[config.mk]
export PLATFORM = sky130hd
export DESIGN_NAME = pc_sel_ctrl
export DESIGN_NICKNAME = d
export VERILOG_FILES = /design/src/rtl/pc_sel_ctrl.sv
export SDC_FILE = /design/constraint.sdc
export NUM_CORES = 1
export LEC_CHECK = 0
export ABC_AREA = 1
export CAP_MARGIN = 0
export CORE_ASPECT_RATIO = 0.8
export CORE_MARGIN = 4
export CORE_UTILIZATION = 45
export CTS_CLUSTER_SIZE = 24
export DETAILED_ROUTE_END_ITERATION = 6
export PLACE_DENSITY = 0.76
export SYNTH_ARGS = -nofsm -noshare
export SYNTH_HDL_FRONTEND = slang
export SYNTH_SLANG_ARGS = --single-unit
[constraint.sdc]
create_clock -name clk -period 2.02 [get_ports clk]
set_clock_uncertainty 0.1 [all_clocks]
set_input_delay 0.404 -clock clk [delete_from_list [all_inputs] [get_ports clk]]
set_output_delay 0.404 -clock clk [all_outputs]
set_load 0.1 [all_outputs]
[src/rtl/pc_sel_ctrl.sv]
// pc_sel_ctrl: PC-select controller between the decoder and the PC mux.
// Arbitrates prioritised redirect sources against the decoder's default
// select, holds a redirect until instruction memory accepts it, then opens
// a fixed-length fetch flush window. Counts accepted redirects (saturating).
module pc_sel_ctrl #(
    parameter int unsigned SEL_W     = 2,
    parameter int unsigned NSRC      = 3,
    parameter int unsigned FLUSH_CYC = 2,
    parameter int unsigned CNT_W     = 16
) (
    input  logic                    clk,
    input  logic                    rst_n,
    input  logic [SEL_W-1:0]        dec_sel,
    input  logic [NSRC-1:0]         redir_req,
    input  logic [NSRC*SEL_W-1:0]   redir_sel,
    input  logic                    imem_ready,
    output logic [SEL_W-1:0]        pc_sel,
    output logic [NSRC-1:0]         redir_ack,
    output logic                    flush,
    output logic                    busy,
    output logic [CNT_W-1:0]        redir_count
);

    localparam int unsigned IDX_W  = (NSRC > 1) ? $clog2(NSRC) : 1;
    localparam int unsigned FCNT_W = (FLUSH_CYC > 0) ? $clog2(FLUSH_CYC + 1) : 1;
    localparam logic [FCNT_W-1:0] FCNT_LOAD = FCNT_W'(FLUSH_CYC);
    localparam bit HAS_FLUSH = (FLUSH_CYC != 0);

    typedef enum logic [1:0] {
        ST_IDLE  = 2'd0,
        ST_PEND  = 2'd1,
        ST_FLUSH = 2'd2
    } state_e;

    state_e             st_q, st_d;
    logic [IDX_W-1:0]   pend_idx_q, pend_idx_d;
    logic [SEL_W-1:0]   pend_sel_q, pend_sel_d;
    logic [FCNT_W-1:0]  fcnt_q, fcnt_d;
    logic [CNT_W-1:0]   redir_count_q;

    logic [SEL_W-1:0]   src_sel [NSRC];
    logic               req_any;
    logic [IDX_W-1:0]   win_idx;
    logic               sel_vld;
    logic [IDX_W-1:0]   sel_idx;
    logic [SEL_W-1:0]   sel_code;
    logic               accept;

    for (genvar g = 0; g < NSRC; g++) begin : g_src
        assign src_sel[g] = redir_sel[g*SEL_W +: SEL_W];
    end

    // Priority pick: lowest-index active request wins.
    always_comb begin
        req_any = |redir_req;
        win_idx = '0;
        for (int unsigned i = NSRC; i > 0; i--) begin
            if (redir_req[i-1]) begin
                win_idx = IDX_W'(i - 1);
            end
        end
    end

    // Next-state, select and acknowledge decode.
    // A single "selected source" (sel_idx/sel_code) is resolved per state,
    // then shared accept/latch handling applies to IDLE, PEND and FLUSH alike.
    always_comb begin
        st_d       = st_q;
        pend_idx_d = pend_idx_q;
        pend_sel_d = pend_sel_q;
        fcnt_d     = fcnt_q;
        pc_sel     = dec_sel;
        redir_ack  = '0;
        accept     = 1'b0;
        sel_vld    = 1'b0;
        sel_idx    = win_idx;
        sel_code   = src_sel[win_idx];

        unique case (st_q)
            ST_IDLE: begin
                sel_vld = req_any;
            end
            ST_PEND: begin
                sel_vld = 1'b1;
                if (!(req_any && (win_idx < pend_idx_q))) begin
                    sel_idx  = pend_idx_q;
                    sel_code = pend_sel_q;
                end
            end
            ST_FLUSH: begin
                sel_vld  = redir_req[0];
                sel_idx  = '0;
                sel_code = src_sel[0];
            end
            default: begin
                st_d = ST_IDLE;
            end
        endcase

        if (sel_vld) begin
            pc_sel = sel_code;
            if (imem_ready) begin
                redir_ack[sel_idx] = 1'b1;
                accept             = 1'b1;
                if (HAS_FLUSH) begin
                    st_d   = ST_FLUSH;
                    fcnt_d = FCNT_LOAD;
                end else begin
                    st_d = ST_IDLE;
                end
            end else begin
                st_d       = ST_PEND;
                pend_idx_d = sel_idx;
                pend_sel_d = sel_code;
            end
        end else if (st_q == ST_FLUSH) begin
            fcnt_d = fcnt_q - FCNT_W'(1);
            if (fcnt_q <= FCNT_W'(1)) begin
                st_d = ST_IDLE;
            end
        end
    end

    // State, latch and flush-counter registers.
    always_ff @(posedge clk or negedge rst_n) begin
        if (!rst_n) begin
            st_q       <= ST_IDLE;
            pend_idx_q <= '0;
            pend_sel_q <= '0;
            fcnt_q     <= '0;
        end else begin
            st_q       <= st_d;
            pend_idx_q <= pend_idx_d;
            pend_sel_q <= pend_sel_d;
            fcnt_q     <= fcnt_d;
        end
    end

    // Saturating count of accepted redirects.
    always_ff @(posedge clk or negedge rst_n) begin
        if (!rst_n) begin
            redir_count_q <= '0;
        end else if (accept && (redir_count_q != '1)) begin
            redir_count_q <= redir_count_q + CNT_W'(1);
        end
    end

    assign flush       = (st_q == ST_FLUSH);
    assign busy        = (st_q != ST_IDLE);
    assign redir_count = redir_count_q;

endmodule

# Word level (Yosys, flattened, before mapping)
# Index checks and enable logic that the tools add are counted.
classes:
  reduce_logical: 10
  add_sub_neg: 2
  bitwise_logic: 2
  n_eq_ne: 4
  order_cmp: 5
  muxes: 26
ops:
  columns: ["operator", "count"]
  rows:
  - ["2-to-1 mux 2 bit", 16]
  - ["adder 16 x 1 -> 16 bit, second input constant", 1]
  - ["inequality test 16 bit, second input constant", 1]
  - ["case mux 2 bit (2 select lines)", 2]
  - ["2-to-1 mux 3 bit", 2]
  - ["OR reduction 3 bit", 2]
  - ["binary-select mux 2 bit (select 2 bit)", 1]
  - ["AND reduction 2 bit", 2]
  - ["nonzero test 2 bit", 2]
  - [">= comparator 3 bit, second input constant", 1]
  - ["logical AND 1 bit", 3]
  - ["< comparator 2 x 3 -> 1 bit, second input constant", 1]
  - ["2-to-1 mux 1 bit", 3]
  - ["NOT 2 -> 3 bit", 1]
  - ["case mux 1 bit (3 select lines)", 1]
  - ["demux 1 bit (select 2 bit)", 1]
  - ["== test 2 x 1 -> 1 bit, second input constant", 1]
  - ["== test 2 bit, second input constant", 1]
  - [">= comparator 2 x 1 -> 1 bit, second input constant", 1]
  - ["<= comparator 2 x 1 -> 1 bit, second input constant", 1]
  - ["zero test 2 bit", 1]
  - ["< comparator 2 bit", 1]
  - ["inequality test 2 bit, second input constant", 1]
  - ["subtractor 2 x 1 -> 2 bit, second input constant", 1]
  - ["NOT 1 bit", 1]
word_totals:
  register_bits: 24
  word_cells: 54
  output_inout_bits: 23

# Depth between registers and ports, before layout
# Gate-level depths: netlist of the first run.
logic_depth:
  depth_word: 13
  depth_mapped: 12
  ltp_nobuf: 12

# Worst setup path before layout of the first run
# OpenSTA, ideal clock, no wires.
synth_timing:
  kind: "reg-to-output"
  start: "register st_q[0]"
  end: "output port redir_ack[2]"
  arrival_time_ns: 3.911
  path_slack_ns: -2.395
  n_path_buf: 0
  required_time_ns: 1.516
  path_stages_with_launch: 7
  cell_sequence: "dfrtp_1 -> inv_1 -> ha_1 -> a21oi_2 -> a21oi_4 -> nand2_4 -> nor3_1"
synth_between:
  elab_chain_cells: 8
synth_lines:
  columns: ["item", "line", "rtl"]
  rows:
  - ["from (decl)", "35", "state_e st_q, st_d;"]
  - ["from (signal assigned)", "132", "st_q <= st_d;"]
  - ["== test 2 bit (*)", null, null]
  - ["named net flush", "19", "output logic flush,"]
  - ["case mux 2 bit (2 select lines)", "79", "unique case (st_q)"]
  - ["< comparator 2 x 3 -> 1 bit (not written as such) / >= comparator 2 x 1 -> 1 bit (equally long branches)", "103", "redir_ack[sel_idx] = 1'b1;"]
  - ["logical AND 1 bit (not written as such)", "103", null]
  - ["2-to-1 mux 1 bit (not written as such)", "103", null]
  - ["demux 1 bit (select 2 bit)", "103", null]
  - ["2-to-1 mux 3 bit", "102", "if (imem_ready) begin"]
  - ["2-to-1 mux 3 bit (*)", "100", "if (sel_vld) begin"]
  - ["to (decl)", "18", "output logic [NSRC-1:0] redir_ack,"]
# Mark *: on every way through the listed nets, which the timed path passes. The rest lies on a longest branch.

# Final worst setup path of the first run
layout_timing:
  start: "register st_q[0]"
  end: "output port pc_sel[0]"
layout_between:
  elab_chain_cells: 3
layout_lines:
  columns: ["item", "line", "rtl"]
  rows:
  - ["== test 2 bit (tied with other cells)", "79", null]
  - ["case mux 1 bit (3 select lines) / case mux 2 bit (2 select lines) (equally long branches)", "79", null]
  - ["2-to-1 mux 2 bit (*)", "100", null]
  - ["to (decl)", "17", "output logic [SEL_W-1:0] pc_sel,"]
# Mark *: on every way between the ends. The rest lies on a longest branch, timed or not.

==> results.py, run 1 <==
metrics = {
    "outcome": {
        "status": "complete, but fails checks",
        "violations": "negative setup slack",
    },
    "timing": {
        "fmax_ghz": 0.4226,
        "hold-worst-slack_ns": 0.3937,
        "slew_viol_final": 0,
        "min_period_ns": 2.366,
        "worstMarginPinSlew_ns": 0.3694,
        "setup_violations": 21,
        "rsz0062_at_grt": "true",
        "maxSlewHeadroom": 0.7518,
        "setup_ws_ns": -0.3464,
        "timing_hold_violations_final": 0,
        "timing.final.crit_share": 1.172,
    },
    "synth": {
        "synth_largest_area_cell": "dfrtp_1",
        "avgSynthCellArea_sq_um": 7.268,
        "synth.distinct_cells": 25,
        "synth_top_cell_area_share": 0.3756,
        "synth-edff-count": 0,
        "synth_common_cells": "nand2_1 (79), inv_1 (26), dfrtp_1 (24), nand3_1 (17), nor2_1 (13)",
        "yosys_warnings": 0,
        "synth_compound_area_frac": 0.07981,
        "seq_area_frac_synth": 0.3756,
        "yosys.area_share.adder": 0.05477,
        "synth_fp_nets": 241,
        "synth_ff_type": "dfrtp_1",
        "yosys.area_share.xor_xnor": 0.06495,
        "async_flop_share": 1.000,
        "yosys.cell_count.top_type": "nand2_1",
        "synth.mux.area_fraction": 0,
        "synth_simple_gate_area_frac": 0.3380,
        "synth_top_family_by_area": "simple AND/OR/NAND/NOR gates",
        "syn-instance-count": 220,
        "synth_area_leaders": "dfrtp_1 (38%), nand2_1 (19%), inv_1 (6.1%)",
        "ys_ff_latch": 24,
        "syn_area_sq_um": 1599,
    },
    "global_routing": {
        "grt_pass1_wl_mm": 8.266,
        "first_global_vias": 1788,
        "grt_use_met3": 0.07015,
        "track_usage": 0.2387,
        "use_met1": 0.2955,
        "grt_util_met2": 0.4043,
        "grt_overflow": 0,
        "gr-max-usage-layer": "met2",
        "antenna_found_initial": 0,
        "grt_max_degree": 25,
    },
    "flow_run": {
        "drv_cap": 0,
    },
    "floorplan": {
        "row_count": 19,
        "fp.dieH_microns": 61.32,
        "die_area_sq_um": 4577,
        "fp.dieW_microns": 74.65,
        "initial_core_util": 0.4671,
        "core_area_sq_um": 3423,
        "ios": 37,
    },
    "drt": {
        "drc": 0,
        "num_vias": 1821,
        "avgViaCountPerCell": 5.468,
        "detail_route.wl_per_cell_microns": 16.83,
        "drtPass1Iterations": 5,
        "ant_nets": 0,
        "first_iter_violations": 157,
        "wirelength_mm": 5.606,
    },
    "clocking": {
        "clock_latency_ns": 0.27,
        "cts_sinks": 24,
        "tritoncts": "yes",
        "root_buffer": "clkbuf_8",
        "cts_made_buffers": 3,
        "htreeDepth": 1,
        "path_clk_slew_ns": 0.09,
        "cts_hold_buf": 0,
        "max-clock-path-buffers": 2,
    },
    "finish": {
        "fin_nets": 313,
        "drive_above_1_share": 0.4708,
        "antenna_cells": 0,
        "syn2layout_area_growth_pct": 79.66,
    },
    "placement": {
        "io_buffers": 36,
        "hpwlAfterDp_mm": 3.140,
        "place_congestion": 0.8661,
    },
    "critical_path": {
        "criticalPathCategory": "reg -> out",
        "cp.arrival_ns": 1.86,
        "end_kind": "output pin",
        "worst_ep_required_time_ns": 1.52,
        "startpoint_type": "flip-flop",
        "cp_max_fo": 3,
    },
    "min_path": {
        "min_path_type": "in -> async",
    },
}
-- area by class of cell --
cell class,count,area [sq um]
clock buffer,4,55.05
inverter,28,107.6
multi-input combinational,165,1142
tap,42,52.55
timing repair buffer,70,902.1
fill,178,550.5
sequential,24,613.1
-- cell families after synthesis --
kind of cell,count (synthesis)
and+or+nand+nor,125
AOI/OAI and AO/OA,22
adders and majority gates,7
xor gates and xnor gates,11
DFF,24
buffers and inverters,31
-- critical path: stages (launching register included) --
cell     delay, ns
dfrtp_1       0.42
ha_2          0.20
buf_4         0.15
a21oi_4       0.16
a21oi_4       0.10
buf_4         0.15
buf_6         0.12
nand2_4       0.08
nand2_8       0.05
buf_12        0.16
-- metal layers --
metal | vias up | share of wire
met5 | - | 0
met3 | 23 | 0.065
met2 | 88 | 0.50
li1 | 838 | -
met4 | 0 | 0.029
met1 | 872 | 0.41
-- metrics by stage --
| stage | instance area (sq um) | utilization | setup slack, ns | std cells | setup TNS, ns |
|---|---|---|---|---|---|
| floorplan | 1713 | - | -0.5068 | 220 | -1.352 |
| global placement | 2462 | 0.7193 | -0.7074 | 312 | -9.518 |
| detailed placement | 2462 | 0.7193 | -0.7849 | 312 | -10.57 |
| CTS | 2770 | 0.8092 | -0.3075 | 329 | -1.459 |
| global route | 2873 | 0.8392 | -0.4098 | 333 | -4.495 |
| finish | 2873 | 0.8392 | -0.3464 | 333 | -2.703 |
-- sequential cells by signal, indices dropped and copies added (netlist names) --
register and cells:
pend_sel_q 2, pend_idx_q 2, st_q 2, redir_count 16
fcnt_q 2
-- layout by cell type, fill, tap and decap left out, types with 3 or more instances in the layout --
cell	netlist	routed
buf_12	0	25
buf_4	0	23
buf_6	3	11
clkbuf_8	0	4
clkdlybuf4s50_1	0	10
dfrtp_1	24	14
dfrtp_2	0	10
ha_1	7	3
ha_4	0	3
inv_1	26	20
inv_2	2	7
nand2_1	79	50
nand2_2	2	19
nand2_4	1	11
nand3_1	17	13
nor2_1	13	11
nor2_4	1	4
nor3_1	5	4
o21ai_0	6	5
o21ai_1	11	8
o21ai_2	0	4
xor2_1	10	10
-- final timing paths --
check	startpoint	to	slack [ns]	cells after the start
setup / recovery	st_q[0]	pc_sel[0]	-0.35	9
hold / removal	rst_n	redir_count[12]	0.39	2
setup reg to reg	st_q[1]	redir_count[11]	-0.14	13
hold reg to reg	fcnt_q[0]	fcnt_q[0]	0.40	1
max in group asynchronous	rst_n	redir_count[6]	1.16	2
min in group clk	fcnt_q[0]	fcnt_q[0]	0.40	1
-- timing repair --
| item | in CTS | in global routing |
|---|---|---|
| pin swaps | 18 | 15 |
| cloned | 2 | 1 |
| setup endpoints to repair | 22 | 22 |
| gates resized for setup | 45 | 35 |
| setup buffers | 13 | 5 |
Power of run 1 is left out: the tool's default activity adds up to more than one toggle a clock period on the data nets, which glitch-free logic cannot reach.
==> inputs of run 2 (changes only) <==
Settings changed: ABC_AREA 1 to 0, CORE_UTILIZATION 45 to 44, CTS_CLUSTER_DIAMETER from default to 40, PLACE_DENSITY 0.76 to 0.75.
==> results.py, run 2 <==
metrics = {
    "critical_path": {
        "r2r-start": "st_q[1]",
        "worst_ep_required_time_ns": 1.52,
        "rr_worst_depth": 9,
        "cp_max_fo": 5,
        "r2r_slack_ns": -0.31,
        "cp.arrival_ns": 2.27,
        "end_kind": "output pin",
        "startpoint_type": "flip-flop",
        "r2r-end": "redir_count[15]",
        "criticalPathCategory": "reg -> out",
    },
    "finish": {
        "largest_reg_flops": 16,
        "layout_commonest_cell": "buf_4",
        "syn2layout_area_growth_pct": 94.68,
        "fin_nets": 264,
        "final_cell_mix": "buf_4 (40), buf_12 (23), dfrtp_2 (17)",
        "final_cells": 282,
        "drive_above_1_share": 0.5992,
        "fillers": 103,
        "antenna_cells": 0,
    },
    "power_and_ir_drop": {
        "ir_drop_mv": 2.348,
        "combPwrFrac": 0.777,
        "clkPwrFrac": 0.059,
        "p_sw_uw": 2592,
        "power.internal_uw": 2444,
        "seqPwrFrac": 0.164,
        "p_leak_uw": 0.001259,
        "p_sw_frac": 0.5147,
        "p_per_area_nw_per_um2": 1693,
    },
    "placement": {
        "place_inst": 264,
        "dp_slack_ns": -1.070,
        "io_buffers": 36,
        "place_congestion": 0.8482,
        "hpwlAfterDp_mm": 3.803,
    },
    "drt": {
        "first_iter_violations": 135,
        "num_vias": 1747,
        "wirelength_mm": 6.689,
        "ant_nets": 0,
        "drtPass1Iterations": 4,
        "drc": 0,
        "detail_route.wl_per_cell_microns": 23.72,
        "avgViaCountPerCell": 6.195,
    },
    "timing": {
        "slew_viol_final": 0,
        "timing_hold_violations_final": 0,
        "fmax_ghz": 0.3603,
        "setup_ws_ns": -0.7552,
        "min_period_ns": 2.775,
        "maxSlewHeadroom": 0.5817,
        "timing.final.crit_share": 1.374,
        "rsz0062_at_grt": "true",
        "setup_violations": 29,
        "worstMarginPinSlew_ns": 0.6259,
    },
    "synth": {
        "synth_fp_nets": 176,
        "yosys_warnings": 0,
        "async_flop_share": 1.000,
        "avgSynthCellArea_sq_um": 9.856,
        "synth_largest_area_cell": "dfrtp_1",
        "synth_common_cells": "dfrtp_1 (24), nor2_1 (15), a31oi_1 (8), nand2_1 (8), xnor2_1 (8)",
        "syn-instance-count": 155,
        "synth-edff-count": 0,
        "synth.distinct_cells": 50,
        "ys_ff_latch": 24,
        "syn_area_sq_um": 1528,
        "synth_area_leaders": "dfrtp_1 (39%), ha_1 (5.7%), xnor2_1 (4.6%)",
        "seq_area_frac_synth": 0.3931,
        "synth_top_cell_area_share": 0.3931,
        "yosys.cell_count.top_type": "dfrtp_1",
        "synth_ff_type": "dfrtp_1",
    },
    "global_routing": {
        "track_usage": 0.2589,
        "grt_pass1_wl_mm": 8.707,
        "first_global_vias": 1690,
        "grt_max_degree": 25,
        "grt_overflow": 0,
        "antenna_found_initial": 0,
    },
    "outcome": {
        "violations": "negative setup slack",
        "status": "complete, but fails checks",
    },
    "clocking": {
        "tritoncts": "yes",
        "path_clk_slew_ns": 0.09,
        "clock_latency_ns": 0.27,
        "htreeDepth": 1,
        "cts_made_buffers": 3,
        "cts_hold_buf": 0,
        "max-clock-path-buffers": 2,
        "cts_sinks": 24,
        "root_buffer": "clkbuf_8",
    },
    "floorplan": {
        "row_count": 18,
        "fp.dieW_microns": 73.88,
        "die_area_sq_um": 4485,
        "initial_core_util": 0.4777,
        "ios": 37,
        "core_area_sq_um": 3198,
        "fp.dieH_microns": 60.71,
    },
    "min_path": {
        "hold_path_startpoint": "fcnt_q[0]",
        "worstHoldPathCells": 1,
        "worstHoldEndpoint": "fcnt_q[0]",
        "min_path_type": "reg -> reg",
    },
    "flow_run": {
        "drv_cap": 0,
    },
}
run 2: changes by cell type after synthesis, moves of 5 or more:
cell     previous run  this run
nand2_1            79         8
a31oi_1             0         8
nand3_1            17         6
inv_1              26         7
o21ai_1            11         5
o21ai_0             6         1
xnor2_1             0         8
run 2: power groups by stage:
stage | logic [uW] | registers (uW) | clock network (uW)
2_1_floorplan | 1540 | 1190 | 0
3_3_place_gp | 3120 | 787 | 0
3_5_place_dp | 3230 | 801 | 0
4_1_cts | 3500 | 793 | 288
5_1_grt | 4050 | 837 | 309
6_report | 3910 | 824 | 297
run 2: area by class of cell:
cell class              count  area (sq um)  share of cell area
multi-input cells         119          1212              0.4077
repair buffers             87          1015              0.3412
flip-flops and latches     24         621.8              0.2091
well taps                  40         50.05             0.01683
clock buffers               4         45.04             0.01515
inverters                   8         30.03             0.01010
run 2: metal layers:
layer,track usage,wire length (microns),vias to the layer above
met4,0.08269,196,0
met3,0.06126,389,26
met5,0,0,-
li1,-,-,748
met2,0.4495,3379,92
met1,0.3206,2723,881
run 2: kinds of logic (layout without fill, tap and decap cells):
kind of cell	count (synthesis)	in the layout	share of synthesized area
xor gates and xnor gates	14	14	0.08026
AOI/OAI and AO/OA	36	36	0.1925
DFF	24	24	0.3931
muxes	1	1	0.007370
adders and majority gates	7	7	0.05733
and+or+nand+nor	61	61	0.2359
buffers and inverters	12	99	0.03358
run 2: worst max-delay path: stages, from the launching register on:
cell       delay, ns
dfrtp_1         0.39
inv_2           0.06
ha_4            0.29
nand2_4         0.06
a21oi_4         0.20
or2_4           0.18
buf_4           0.11
nand2_2         0.06
a2111oi_4       0.41
buf_12          0.22
run 2: per-stage QoR:
stage          cell area (sq um)  total power [uW]    util  TNS (ns)  hold WS [ns]
2_1_floorplan               1685              2736       -    -4.003      0.008409
3_3_place_gp                2566              3911  0.8024    -13.91        0.3666
3_5_place_dp                2566              4034  0.8024    -16.50        0.3774
4_1_cts                     2788              4580  0.8717    -4.472        0.3903
5_1_grt                     2974              5192  0.9300    -8.800        0.4107
6_report                    2974              5035  0.9300    -6.831        0.4025
run 2: what timing repair did:
item	CTS	global route
hold endpoints to repair	0	0
pin swaps	18	18
resized for setup	37	32
setup endpoints to repair	29	29
setup buffers	12	4
gates cloned	0	0
run 2: worst max path at each step:
stage | start | slack, ns | end | depth (start not counted)
finish | pend_idx_q[1] | -0.76 | redir_ack[2] | 9
global route | pend_idx_q[1] | -0.81 | redir_ack[2] | 9
CTS | redir_req[1] | -0.65 | redir_ack[0] | 8
detailed placement | redir_req[2] | -1.07 | redir_ack[0] | 8
global placement | redir_req[2] | -0.99 | redir_ack[2] | 9
floorplan | redir_req[0] | -1.09 | redir_ack[2] | 8
Note: power is estimated with default switching activity, not from simulation.
